===== config.mk =====
export PLATFORM = sky130hd
export DESIGN_NAME = inst_align
export DESIGN_NICKNAME = d
export VERILOG_FILES = /design/src/rtl/inst_align_pkg.sv /design/src/rtl/inst_hw_fifo.sv /design/src/rtl/inst_align.sv
export SDC_FILE = /design/constraint.sdc
export NUM_CORES = 1
export LEC_CHECK = 0
export BUFFER_PORTS_ARGS = -buffer_cell sky130_fd_sc_hd__buf_2
export CORE_MARGIN = 2
export CORE_UTILIZATION = 50
export DETAILED_ROUTE_END_ITERATION = 6
export PLACE_DENSITY = 0.77
export SETUP_SLACK_MARGIN = 0.3
export SYNTH_ARGS = -nofsm -noshare
export SYNTH_HDL_FRONTEND = slang
export SYNTH_SLANG_ARGS = --single-unit

===== constraint.sdc =====
create_clock -name clk_i -period 5.14 [get_ports clk_i]
set_clock_uncertainty 0.1 [all_clocks]
set_input_delay 0.257 -clock clk_i [delete_from_list [all_inputs] [get_ports clk_i]]
set_output_delay 0.257 -clock clk_i [all_outputs]
set_load 0.02 [all_outputs]

===== src/rtl/inst_align_pkg.sv =====
// Shared definitions for the instruction alignment buffer and the decoders.
package inst_align_pkg;

    localparam int HW_W   = 16;
    localparam int INST_W = 32;

    function automatic logic is_com(input logic [HW_W-1:0] hw);
        return hw[1:0] != 2'b11;
    endfunction

endpackage


===== src/rtl/inst_hw_fifo.sv =====
// Halfword circular FIFO with 0/1/2 halfword write and read per cycle.
module inst_hw_fifo
    import inst_align_pkg::*;
#(
    parameter int DEPTH = 8,
    localparam int PW = $clog2(DEPTH),
    localparam int CW = $clog2(DEPTH + 1)
) (
    input  logic              clk_i,
    input  logic              rst_n_i,
    input  logic              clr_i,
    input  logic [1:0]        wr_cnt_i,
    input  logic [2*HW_W-1:0] wr_data_i,
    input  logic [1:0]        rd_cnt_i,
    output logic [HW_W-1:0]   head0_o,
    output logic [HW_W-1:0]   head1_o,
    output logic [CW-1:0]     count_o
);

    logic [HW_W-1:0] mem_q [DEPTH];
    logic [PW-1:0]   wr_ptr_q;
    logic [PW-1:0]   rd_ptr_q;
    logic [CW-1:0]   count_q;
    logic [PW-1:0]   wr_ptr_1;
    logic [PW-1:0]   rd_ptr_1;

    // DEPTH need not be a power of two, so wrap explicitly.
    function automatic logic [PW-1:0] ptr_add(input logic [PW-1:0] p, input logic [1:0] n);
        int s;
        s = int'(p) + int'(n);
        if (s >= DEPTH) s = s - DEPTH;
        return PW'(s);
    endfunction

    assign wr_ptr_1 = ptr_add(wr_ptr_q, 2'd1);
    assign rd_ptr_1 = ptr_add(rd_ptr_q, 2'd1);

    assign head0_o = mem_q[rd_ptr_q];
    assign head1_o = mem_q[rd_ptr_1];
    assign count_o = count_q;

    always_ff @(posedge clk_i or negedge rst_n_i) begin
        if (!rst_n_i) begin
            for (int i = 0; i < DEPTH; i++) mem_q[i] <= '0;
            wr_ptr_q <= '0;
            rd_ptr_q <= '0;
            count_q  <= '0;
        end else if (clr_i) begin
            wr_ptr_q <= '0;
            rd_ptr_q <= '0;
            count_q  <= '0;
        end else begin
            if (wr_cnt_i != 2'd0) mem_q[wr_ptr_q] <= wr_data_i[HW_W-1:0];
            if (wr_cnt_i == 2'd2) mem_q[wr_ptr_1] <= wr_data_i[2*HW_W-1:HW_W];
            wr_ptr_q <= ptr_add(wr_ptr_q, wr_cnt_i);
            rd_ptr_q <= ptr_add(rd_ptr_q, rd_cnt_i);
            count_q  <= count_q + CW'(wr_cnt_i) - CW'(rd_cnt_i);
        end
    end

endmodule


===== src/rtl/inst_align.sv =====
// Fetch-to-decode alignment buffer presenting one RVC or 32-bit instruction per handshake.
// Optional macro INST_ALIGN_ZERO_ILL_EN adds inst_ill_o flagging an all-zero compressed halfword.
module inst_align
    import inst_align_pkg::*;
#(
    parameter int          HW_DEPTH = 8,
    parameter logic [31:0] RESET_PC = 32'h0000_0000
) (
    input  logic              clk_i,
    input  logic              rst_n_i,
    input  logic [INST_W-1:0] fetch_data_i,
    input  logic              fetch_val_i,
    output logic              fetch_rdy_o,
    input  logic              flush_i,
    input  logic [INST_W-1:0] flush_pc_i,
    output logic [INST_W-1:0] inst_o,
    output logic [INST_W-1:0] inst_pc_o,
    output logic              inst_com_o,
    output logic              inst_val_o,
    input  logic              inst_rdy_i
`ifdef INST_ALIGN_ZERO_ILL_EN
    ,
    output logic              inst_ill_o
`endif
);

    localparam int CW = $clog2(HW_DEPTH + 1);

    logic [CW-1:0]     count;
    logic [HW_W-1:0]   head0;
    logic [HW_W-1:0]   head1;
    logic [INST_W-1:0] pc_q;
    logic              skip_lo_q;
    logic              head_com;
    logic              push;
    logic              pop;
    logic [1:0]        wr_cnt;
    logic [1:0]        rd_cnt;
    logic [INST_W-1:0] wr_data;

    inst_hw_fifo #(
        .DEPTH (HW_DEPTH)
    ) u_fifo (
        .clk_i     (clk_i),
        .rst_n_i   (rst_n_i),
        .clr_i     (flush_i),
        .wr_cnt_i  (wr_cnt),
        .wr_data_i (wr_data),
        .rd_cnt_i  (rd_cnt),
        .head0_o   (head0),
        .head1_o   (head1),
        .count_o   (count)
    );

    // Readiness looks only at the registered count; a same-cycle pop does not help.
    assign fetch_rdy_o = (int'(count) <= HW_DEPTH - 2);
    assign inst_pc_o   = pc_q;

    always_comb begin
        head_com   = is_com(head0);
        inst_com_o = head_com;
        inst_val_o = head_com ? (count >= CW'(1)) : (count >= CW'(2));
        inst_o     = head_com ? {16'h0000, head0} : {head1, head0};

        push = fetch_val_i & fetch_rdy_o & ~flush_i;
        pop  = inst_val_o & inst_rdy_i & ~flush_i;

        // After a redirect to pc[1]=1 the low halfword of the first word is not ours.
        wr_data = skip_lo_q ? {16'h0000, fetch_data_i[31:16]} : fetch_data_i;
        wr_cnt  = push ? (skip_lo_q ? 2'd1 : 2'd2) : 2'd0;
        rd_cnt  = pop ? (head_com ? 2'd1 : 2'd2) : 2'd0;
    end

    always_ff @(posedge clk_i or negedge rst_n_i) begin
        if (!rst_n_i) begin
            pc_q      <= RESET_PC;
            skip_lo_q <= RESET_PC[1];
        end else if (flush_i) begin
            pc_q      <= flush_pc_i & 32'hFFFF_FFFE;
            skip_lo_q <= flush_pc_i[1];
        end else begin
            if (pop)  pc_q      <= pc_q + (head_com ? 32'd2 : 32'd4);
            if (push) skip_lo_q <= 1'b0;
        end
    end

`ifdef INST_ALIGN_ZERO_ILL_EN
    assign inst_ill_o = inst_val_o & head_com & (head0 == 16'h0000);
`endif

endmodule


==> out/metrics.json, run 1 <==
{
  "run_status": {"value": "finished clean"},
  "worst_setup_sp_type": {"value": "register"},
  "route.detailed.drc": {"value": 0},
  "final_hold_vios": {"value": 0},
  "dieArea": {"value": 23200, "unit": "um^2"},
  "worst_path_largest_cell_delay": {"value": 0.65, "unit": "ns"},
  "die_height": {"value": 152, "unit": "um"},
  "ys_seq_area_share": {"value": 38.7, "unit": "%"},
  "post_dp_hpwl": {"value": 21900, "unit": "um"},
  "routed-via-count": {"value": 10200},
  "route.detailed.wl_per_inst": {"value": 23.8, "unit": "um"},
  "crit_path_end_kind": {"value": "register"},
  "setup_violations": {"value": 0},
  "rsz_0062_raised_after_global_routing": {"value": "false"},
  "critPathTopFamily": {"value": "simple AND/OR/NAND/NOR gates"},
  "timing.rr.start": {"value": "u_fifo.rd_ptr_q[0]$_DFF_PN0_"},
  "hold_path.class": {"value": "in2reg"},
  "criticalPathCategory": {"value": "reg2reg"},
  "die_width": {"value": 152, "unit": "um"},
  "synth.largest_area_cell": {"value": "sky130_fd_sc_hd__dfrtp_1"},
  "worst_ep_arrival_time": {"value": 4.72, "unit": "ns"},
  "worst-slew-pin-transition": {"value": 1.07, "unit": "ns"},
  "placement_rows": {"value": 54},
  "dr.first_iter.drc_count": {"value": 1081},
  "syn_nets": {"value": 1141},
  "grt_pass1_wl": {"value": 55700, "unit": "um"},
  "ys_top_cells_by_area": {"value": "sky130_fd_sc_hd__dfrtp_1 (39%), sky130_fd_sc_hd__mux4_2 (13%), sky130_fd_sc_hd__o221a_2 (6.6%)"},
  "crit_fanout": {"value": 20},
  "routed_wirelength": {"value": 35000, "unit": "um"},
  "grt_pass1_vias": {"value": 10300},
  "io_pins": {"value": 136},
  "num-nets-final": {"value": 1260},
  "finalPower": {"value": 6.79, "unit": "mW"},
  "cts_tree": {"value": "yes"},
  "regToRegEndpoint": {"value": "inst_pc_o[29]$_DFFE_PN0N_"},
  "cpMostUsedCell": {"value": "sky130_fd_sc_hd__inv_1"},
  "gp_routability_congestion": {"value": 0.870},
  "cts_htree_levels": {"value": 4},
  "worstHoldStart": {"value": "flush_pc_i[12]"},
  "crit_slowest_cell": {"value": "sky130_fd_sc_hd__dfrtp_4"},
  "route.antenna.remaining_nets": {"value": 0},
  "ys.warnings.count": {"value": 0},
  "asyncSetResetFlopFracSynth": {"value": 100, "unit": "%"},
  "timing.reg2reg.worst_path_depth": {"value": 12},
  "p_per_area": {"value": 531, "unit": "nW/um^2"},
  "starting_density": {"value": 50.6, "unit": "%"},
  "gr-usage-all-layers": {"value": 30.4, "unit": "%"},
  "holdPathStages": {"value": 4},
  "cts_max_path_bufs": {"value": 2},
  "reported_leakage_power": {"value": 5.09, "unit": "nW"},
  "clock-sinks": {"value": 170},
  "floorplan_core_area": {"value": 21700, "unit": "um^2"},
  "period_needed": {"value": 4.50, "unit": "ns"},
  "via_per_inst": {"value": 6.94},
  "post_synth_num_cell_types": {"value": 65},
  "setup_tns": {"value": 0, "unit": "ns"},
  "worstPathBufferInverterCount": {"value": 2},
  "timing.critical_path.required": {"value": 5.36, "unit": "ns"},
  "grt_antenna_before_repair": {"value": 3},
  "io_buffers": {"value": 133},
  "max_cap_viol_count": {"value": 0},
  "synthCells": {"value": 1055},
  "achievable-frequency": {"value": 0.222, "unit": "GHz"},
  "average_cell_area_after_synthesis": {"value": 10.4, "unit": "um^2"},
  "setup.reg_to_reg.worst_slack": {"value": 0.64, "unit": "ns"},
  "synth_top_flop_cell": {"value": "sky130_fd_sc_hd__dfrtp_1"},
  "clk_latency": {"value": 0.44, "unit": "ns"},
  "period_share": {"value": 87.5, "unit": "%"},
  "slew_headroom": {"value": 28.9, "unit": "%"},
  "grt_max_degree": {"value": 109},
  "hold-path-endpoint": {"value": "inst_pc_o[12]$_DFFE_PN0N_"},
  "edff_count_synth": {"value": 0},
  "drt-pass1-iter-count": {"value": 6},
  "numCtsBuffers": {"value": 17},
  "vdd_drop_max": {"value": 0.261, "unit": "mV"},
  "final-max-slew-violation-count": {"value": 0},
  "synth_largest_type_area_fraction": {"value": 38.7, "unit": "%"},
  "synth.cell_area": {"value": 11000, "unit": "um^2"},
  "areaGrowthSynthToFinish": {"value": 16.4, "unit": "%"},
  "postSynthRegisterBits": {"value": 170},
  "drive_above_1_share": {"value": 31.6, "unit": "%"},
  "clock_tree.root_cell": {"value": "sky130_fd_sc_hd__clkbuf_16"},
  "total_global_routing_overflow": {"value": 0},
  "cts.reportedPaths.clkPinSlew": {"value": 0.08, "unit": "ns"},
  "cp_cell_sequence": {"value": "mux4_2 > mux2i_1 > inv_1 > nand2_2 > ha_1 > inv_1 > fa_1 > nand3b_1 > nor3_1 > o211ai_2 > and3_1 > or3_1"}
}
==> report_power, final <==
| part | internal (mW) | leakage [nW] | switching, mW | total (mW) |
|---|---|---|---|---|
| clock network | 0.679 | 0.269 | 0.597 | 1.28 |
| logic | 1.50 | 2.74 | 1.80 | 3.30 |
| registers | 1.76 | 2.08 | 0.455 | 2.21 |
| total | 3.94 | 5.09 | 2.85 | 6.79 |
==> state kept, by name (all words and copies together), names as in the netlist <==
signal / cells
u_fifo.count_o: 4
skip_lo_q: 1
u_fifo.mem_q: 128
u_fifo.wr_ptr_q: 3
inst_pc_o: 31
u_fifo.rd_ptr_q: 3
==> kinds of logic (layout without fill, tap and decap cells) <==
logic type,after synthesis,in the layout,share of synthesized area [%]
AND/OR/NAND/NOR,394,394,17.9
flip-flops,170,170,38.7
buffers and inverters,118,250,4.28
AO/OA/AOI/OAI,266,266,21.2
XOR/XNOR,8,8,0.638
multiplexers,81,81,14.8
adder cells (fa/ha/maj),17,17,2.28
other,1,4,0.0342
==> routing by layer <==
metal | GRT usage [%] | wire [um]
met5 | 0.828 | 0
met4 | 15.4 | 1550
met3 | 8.13 | 3930
met2 | 47.8 | 16300
met1 | 39.0 | 13300
==> cells in the final DEF (no fill, tap or decap), types with 7 or more instances in the layout <==
master,synthesis,final
sky130_fd_sc_hd__dfrtp_1,170,168
sky130_fd_sc_hd__nand2_1,155,155
sky130_fd_sc_hd__buf_2,4,131
sky130_fd_sc_hd__nor3_1,72,71
sky130_fd_sc_hd__mux4_2,64,64
sky130_fd_sc_hd__a221oi_1,64,64
sky130_fd_sc_hd__o221a_2,64,64
sky130_fd_sc_hd__a21oi_1,39,39
sky130_fd_sc_hd__buf_4,4,38
sky130_fd_sc_hd__nand3_1,37,36
sky130_fd_sc_hd__nor2_1,34,34
sky130_fd_sc_hd__nor2b_1,34,34
sky130_fd_sc_hd__inv_1,24,24
sky130_fd_sc_hd__dlygate4sd3_1,0,23
sky130_fd_sc_hd__a211oi_1,17,17
sky130_fd_sc_hd__clkbuf_16,0,17
sky130_fd_sc_hd__mux2_2,15,15
sky130_fd_sc_hd__nand4_1,14,14
sky130_fd_sc_hd__a211o_1,11,11
sky130_fd_sc_hd__ha_1,12,11
sky130_fd_sc_hd__o21ai_0,9,9
sky130_fd_sc_hd__a22oi_1,9,9
sky130_fd_sc_hd__o211ai_1,9,9
sky130_fd_sc_hd__a2111oi_0,7,7
sky130_fd_sc_hd__a2111o_1,7,7
sky130_fd_sc_hd__inv_6,0,7
==> repair_timing <==
action | in CTS | in global routing
hold buffers | 23 | 0
setup buffers | 0 | 0
endpoints found under the hold margin | 129 | 0
setup endpoints to repair | 0 | 1
resized for setup | 0 | 1
==> cells in the mapped netlist (2+ instances only) <==
| library cell | instances |
|---|---|
| sky130_fd_sc_hd__a22oi_1 | 9 |
| sky130_fd_sc_hd__nand4_1 | 14 |
| sky130_fd_sc_hd__xnor2_1 | 5 |
| sky130_fd_sc_hd__or2_2 | 2 |
| sky130_fd_sc_hd__nor4_1 | 3 |
| sky130_fd_sc_hd__o221a_2 | 64 |
| sky130_fd_sc_hd__ha_1 | 12 |
| sky130_fd_sc_hd__a211oi_1 | 17 |
| sky130_fd_sc_hd__inv_1 | 24 |
| sky130_fd_sc_hd__nand4b_1 | 2 |
| sky130_fd_sc_hd__a211o_1 | 11 |
| sky130_fd_sc_hd__nor3_1 | 72 |
| sky130_fd_sc_hd__xor2_1 | 3 |
| sky130_fd_sc_hd__o41ai_2 | 4 |
| sky130_fd_sc_hd__o211ai_1 | 9 |
| sky130_fd_sc_hd__and3_1 | 6 |
| sky130_fd_sc_hd__nand2_1 | 155 |
| sky130_fd_sc_hd__a221oi_1 | 64 |
| sky130_fd_sc_hd__a21oi_1 | 39 |
| sky130_fd_sc_hd__buf_1 | 17 |
| sky130_fd_sc_hd__o2111ai_1 | 6 |
| sky130_fd_sc_hd__buf_4 | 4 |
| sky130_fd_sc_hd__nor2b_1 | 34 |
| sky130_fd_sc_hd__nor2_1 | 34 |
| sky130_fd_sc_hd__and4_1 | 6 |
| sky130_fd_sc_hd__nand3_1 | 37 |
| sky130_fd_sc_hd__or3_1 | 3 |
| sky130_fd_sc_hd__mux2i_1 | 2 |
| sky130_fd_sc_hd__dfrtp_1 | 170 |
| sky130_fd_sc_hd__fa_1 | 5 |
| sky130_fd_sc_hd__a221o_1 | 2 |
| sky130_fd_sc_hd__mux4_2 | 64 |
| sky130_fd_sc_hd__buf_2 | 4 |
| sky130_fd_sc_hd__a2111o_1 | 7 |
| sky130_fd_sc_hd__o21ai_0 | 9 |
| sky130_fd_sc_hd__nor4_2 | 8 |
| sky130_fd_sc_hd__nor4b_1 | 2 |
| sky130_fd_sc_hd__a22o_1 | 4 |
| sky130_fd_sc_hd__or4_1 | 2 |
| sky130_fd_sc_hd__mux2_2 | 15 |
| sky130_fd_sc_hd__a2111oi_0 | 7 |
| sky130_fd_sc_hd__a21o_1 | 4 |
| sky130_fd_sc_hd__clkbuf_1 | 67 |
| sky130_fd_sc_hd__and2_1 | 6 |
==> worst max-delay path by stage <==
stage                                 start                         to  cells after the start
2_1_floorplan  u_fifo.rd_ptr_q[0]$_DFF_PN0_  inst_pc_o[21]$_DFFE_PN0N_                     15
3_3_place_gp   u_fifo.rd_ptr_q[0]$_DFF_PN0_  inst_pc_o[29]$_DFFE_PN0N_                     12
3_5_place_dp   u_fifo.rd_ptr_q[0]$_DFF_PN0_  inst_pc_o[29]$_DFFE_PN0N_                     12
4_1_cts        u_fifo.rd_ptr_q[0]$_DFF_PN0_  inst_pc_o[29]$_DFFE_PN0N_                     12
5_1_grt        u_fifo.rd_ptr_q[0]$_DFF_PN0_  inst_pc_o[29]$_DFFE_PN0N_                     12
6_report       u_fifo.rd_ptr_q[0]$_DFF_PN0_  inst_pc_o[29]$_DFFE_PN0N_                     12
==> layout make-up <==
cell class / count / area (um^2)
clock buffers: 18 / 429
fillers: 1818 / 8910
multi-input cells: 767 / 6320
flip-flops and latches: 170 / 4260
inverters: 25 / 93.8
repair buffers: 193 / 1180
well taps: 280 / 350
diodes: 3 / 7.51
clock inverters: 14 / 136
==> metrics by stage <==
| stage | cell area (um^2) | hold WS (ns) | util [%] | cells | setup WS [ns] |
|---|---|---|---|---|---|
| after floorplan | 11000 | -0.139 | - | 1055 | 0.894 |
| after global placement | 12000 | 0.378 | 55.2 | 1412 | 0.702 |
| after detailed placement | 12000 | 0.372 | 55.2 | 1412 | 0.600 |
| after CTS | 12800 | 0.000452 | 58.9 | 1467 | 0.572 |
| after global routing | 12800 | 0.0190 | 58.9 | 1468 | 0.448 |
| final | 12800 | 0.0107 | 58.9 | 1470 | 0.645 |
==> tightest hold or removal path: cells and delay by family <==
family                 cells  cell delay, ns
buffers and inverters      1            0.08
and+or+nand+nor            2            0.14
AOI/OAI and AO/OA          1            0.05
Power figures use the tool's default switching activity.
==> inputs of run 2 (changes only) <==
Clock period 5.14 ns to 4.75 ns, I/O delays scaled along.
==> out/metrics.json, run 2 (synthesized netlist as in run 1, its figures left out) <==
{
  "drive_above_1_share": {"value": 32.1, "unit": "%", "change": "+0.48 points"},
  "vdd_drop_max": {"value": 0.258, "unit": "mV", "change": "-1.2%"},
  "via_per_inst": {"value": 6.88, "change": "-0.90%"},
  "routed_wirelength": {"value": 34700, "unit": "um", "change": "-1.0%"},
  "run_status": {"value": "finished clean"},
  "crit_slowest_cell": {"value": "sky130_fd_sc_hd__dfrtp_4"},
  "criticalPathCategory": {"value": "reg2reg"},
  "cts_max_path_bufs": {"value": 2, "change": "unchanged"},
  "worst_ep_arrival_time": {"value": 4.56, "unit": "ns", "change": "-0.16 ns"},
  "n_antenna_cell": {"value": 0, "change": "-3"},
  "cpMostUsedCell": {"value": "sky130_fd_sc_hd__inv_1"},
  "final_hold_vios": {"value": 0, "change": "unchanged"},
  "gr-usage-all-layers": {"value": 30.3, "unit": "%", "change": "-0.088 points"},
  "clock_tree.root_cell": {"value": "sky130_fd_sc_hd__clkbuf_16"},
  "worst_hold_slack": {"value": 0.0156, "unit": "ns", "change": "+0.00488 ns"},
  "final_cells": {"value": 1474, "change": "+0.27%"},
  "io_buffers": {"value": 133, "change": "unchanged"},
  "crit_fanout": {"value": 13, "change": "-35%"},
  "final-max-slew-violation-count": {"value": 0, "change": "unchanged"},
  "achievable-frequency": {"value": 0.230, "unit": "GHz", "change": "+3.5%"},
  "clock-sinks": {"value": 170, "change": "unchanged"},
  "die_height": {"value": 152, "unit": "um", "change": "unchanged"},
  "p_per_area": {"value": 570, "unit": "nW/um^2", "change": "+7.3%"},
  "cp_cell_sequence": {"value": "mux4_2 > mux2i_1 > inv_1 > nand2_2 > ha_1 > inv_1 > fa_1 > nand3b_1 > nor2_1 > buf_4 > nand3_1 > and3_1 > or3_1"},
  "timing.critical_path.required": {"value": 4.96, "unit": "ns", "change": "-0.40 ns"},
  "pre_cts_slack": {"value": 0.463, "unit": "ns", "change": "-0.137 ns"},
  "post-route-cell-area": {"value": 12900, "unit": "um^2", "change": "+0.61%"},
  "worst_path_largest_cell_delay": {"value": 0.55, "unit": "ns", "change": "-0.10 ns"},
  "area_used_by_sequential_logic_in_the_layout": {"value": 4260, "unit": "um^2", "change": "unchanged"},
  "die_width": {"value": 152, "unit": "um", "change": "unchanged"},
  "period_share": {"value": 91.5, "unit": "%", "change": "+4.0 points"},
  "placed_cells_incl_taps": {"value": 1418, "change": "+0.42%"},
  "layout_common_cells": {"value": "sky130_fd_sc_hd__dfrtp_1 (168), sky130_fd_sc_hd__nand2_1 (155), sky130_fd_sc_hd__buf_2 (131)"},
  "reported_leakage_power": {"value": 5.14, "unit": "nW", "change": "+1.0%"},
  "max_ffs_per_register": {"value": 128, "change": "unchanged"},
  "hold_path.class": {"value": "in2reg"},
  "finalPower": {"value": 7.33, "unit": "mW", "change": "+8.0%"},
  "grt_pass1_vias": {"value": 10100, "change": "-2.3%"},
  "drt-pass1-iter-count": {"value": 6, "change": "unchanged"},
  "clk_latency": {"value": 0.44, "unit": "ns", "change": "about the same"},
  "multi_input_area": {"value": 6320, "unit": "um^2", "change": "about the same"},
  "period_needed": {"value": 4.34, "unit": "ns", "change": "-0.151 ns"},
  "cts.reportedPaths.clkPinSlew": {"value": 0.07, "unit": "ns", "change": "about the same"},
  "mostFrequentLayoutCell": {"value": "sky130_fd_sc_hd__dfrtp_1"},
  "grt_pass1_wl": {"value": 55600, "unit": "um", "change": "-0.17%"},
  "worst_setup_sp_type": {"value": "register"},
  "grt_max_degree": {"value": 94, "change": "-14%"},
  "routed-via-count": {"value": 10100, "change": "-0.63%"},
  "gp_routability_congestion": {"value": 0.865, "change": "-0.53%"},
  "io_pins": {"value": 136, "change": "unchanged"},
  "setup_tns": {"value": 0, "unit": "ns", "change": "unchanged"},
  "route.detailed.drc": {"value": 0, "change": "unchanged"},
  "finalCoreUtilization": {"value": 59.3, "unit": "%", "change": "+0.36 points"},
  "final.fill_count": {"value": 1772, "change": "-2.5%"},
  "cts_htree_levels": {"value": 4, "change": "unchanged"},
  "grt_antenna_before_repair": {"value": 1, "change": "-2"},
  "areaGrowthSynthToFinish": {"value": 17.1, "unit": "%"},
  "setup_ws": {"value": 0.406, "unit": "ns", "change": "-0.239 ns"},
  "dieArea": {"value": 23200, "unit": "um^2", "change": "unchanged"},
  "setup_violations": {"value": 0, "change": "unchanged"},
  "placement_rows": {"value": 54, "change": "unchanged"},
  "starting_density": {"value": 50.6, "unit": "%", "change": "unchanged"},
  "postcts_setup_bufs": {"value": 0, "change": "unchanged"},
  "cts_tree": {"value": "yes"},
  "numCtsBuffers": {"value": 17, "change": "unchanged"},
  "crit_path_end_kind": {"value": "register"},
  "slew_headroom": {"value": 8.88, "unit": "%", "change": "-20 points"},
  "rsz_0062_raised_after_global_routing": {"value": "true"},
  "floorplan_core_area": {"value": 21700, "unit": "um^2", "change": "unchanged"},
  "placed_area": {"value": 12000, "unit": "um^2", "change": "+0.48%"},
  "num-nets-final": {"value": 1267, "change": "+0.56%"},
  "post_dp_hpwl": {"value": 22300, "unit": "um", "change": "+1.5%"},
  "total_global_routing_overflow": {"value": 0, "change": "unchanged"},
  "route.detailed.wl_per_inst": {"value": 23.5, "unit": "um", "change": "-1.3%"},
  "worst-slew-pin-transition": {"value": 1.35, "unit": "ns", "change": "+0.286 ns"},
  "max_cap_viol_count": {"value": 0, "change": "unchanged"},
  "route.antenna.remaining_nets": {"value": 0, "change": "unchanged"},
  "register_bank_with_the_most_flops": {"value": "u_fifo.mem_q"},
  "dr.first_iter.drc_count": {"value": 1070, "change": "-1.0%"}
}
-- run 2: cell count changes in the layout (fill, tap and decap cells not counted), moves of 3 or more --
| cell | change |
|---|---|
| sky130_fd_sc_hd__buf_4 | +5 |
| sky130_fd_sc_hd__clkbuf_8 | +3 |
| sky130_fd_sc_hd__diode_2 | -3 |
| sky130_fd_sc_hd__inv_6 | -4 |
-- run 2: repair_timing --
item / CTS / global route
endpoints found under the setup margin: 0 / 8
hold endpoints to repair: 115 / 0
gates resized for setup: 0 / 2
hold buffers: 24 / 0
-- run 2: power by group --
part / total [mW] / switching, mW / internal, mW
Clock: 1.38 / 0.615 / 0.769
Combinational: 3.58 / 1.96 / 1.62
Sequential: 2.36 / 0.460 / 1.90
Total: 7.33 / 3.03 / 4.29
-- run 2: cell type report --
type	count	area share, %
Tap cell	280	2.72
Inverter	25	0.730
Clock buffer	20	3.63
Multi-Input combinational cell	767	49.2
Timing Repair Buffer	200	9.72
Clock inverter	12	0.895
Sequential cell	170	33.1
-- run 2: path summary, 6_finish.rpt --
path / cells after the start / slack, ns / from / to
worst min register to register: 1 / 0.47 / u_fifo.mem_q[75]$_DFFE_PN0N_ / u_fifo.mem_q[75]$_DFFE_PN0N_
worst max-delay path: 13 / 0.41 / u_fifo.rd_ptr_q[0]$_DFF_PN0_ / inst_pc_o[29]$_DFFE_PN0N_
min in group asynchronous: 2 / 0.38 / rst_n_i / u_fifo.mem_q[5]$_DFFE_PN0N_
worst max register to register: 13 / 0.41 / u_fifo.rd_ptr_q[0]$_DFF_PN0_ / inst_pc_o[29]$_DFFE_PN0N_
max in group asynchronous: 3 / 3.06 / rst_n_i / u_fifo.mem_q[39]$_DFFE_PN0N_
worst min-delay path: 4 / 0.02 / flush_pc_i[12] / inst_pc_o[12]$_DFFE_PN0N_
-- run 2: worst max-delay path: cells and delay by family (launching register included) --
kind | cells | cell delay [ns]
AND/OR/NAND/NOR | 6 | 1.72
multiplexers | 2 | 0.83
adder cells (fa/ha/maj) | 2 | 0.63
flip-flops | 1 | 0.55
buffers and inverters | 3 | 0.38
-- run 2: metal layers --
metal / global-route usage (%) / vias up / wire (um)
met5: 0 / - / 16
li1: - / 4415 / -
met1: 39.7 / 4994 / 13500
met2: 48.5 / 617 / 16500
met3: 7.25 / 111 / 3450
met4: 13.2 / 2 / 1160
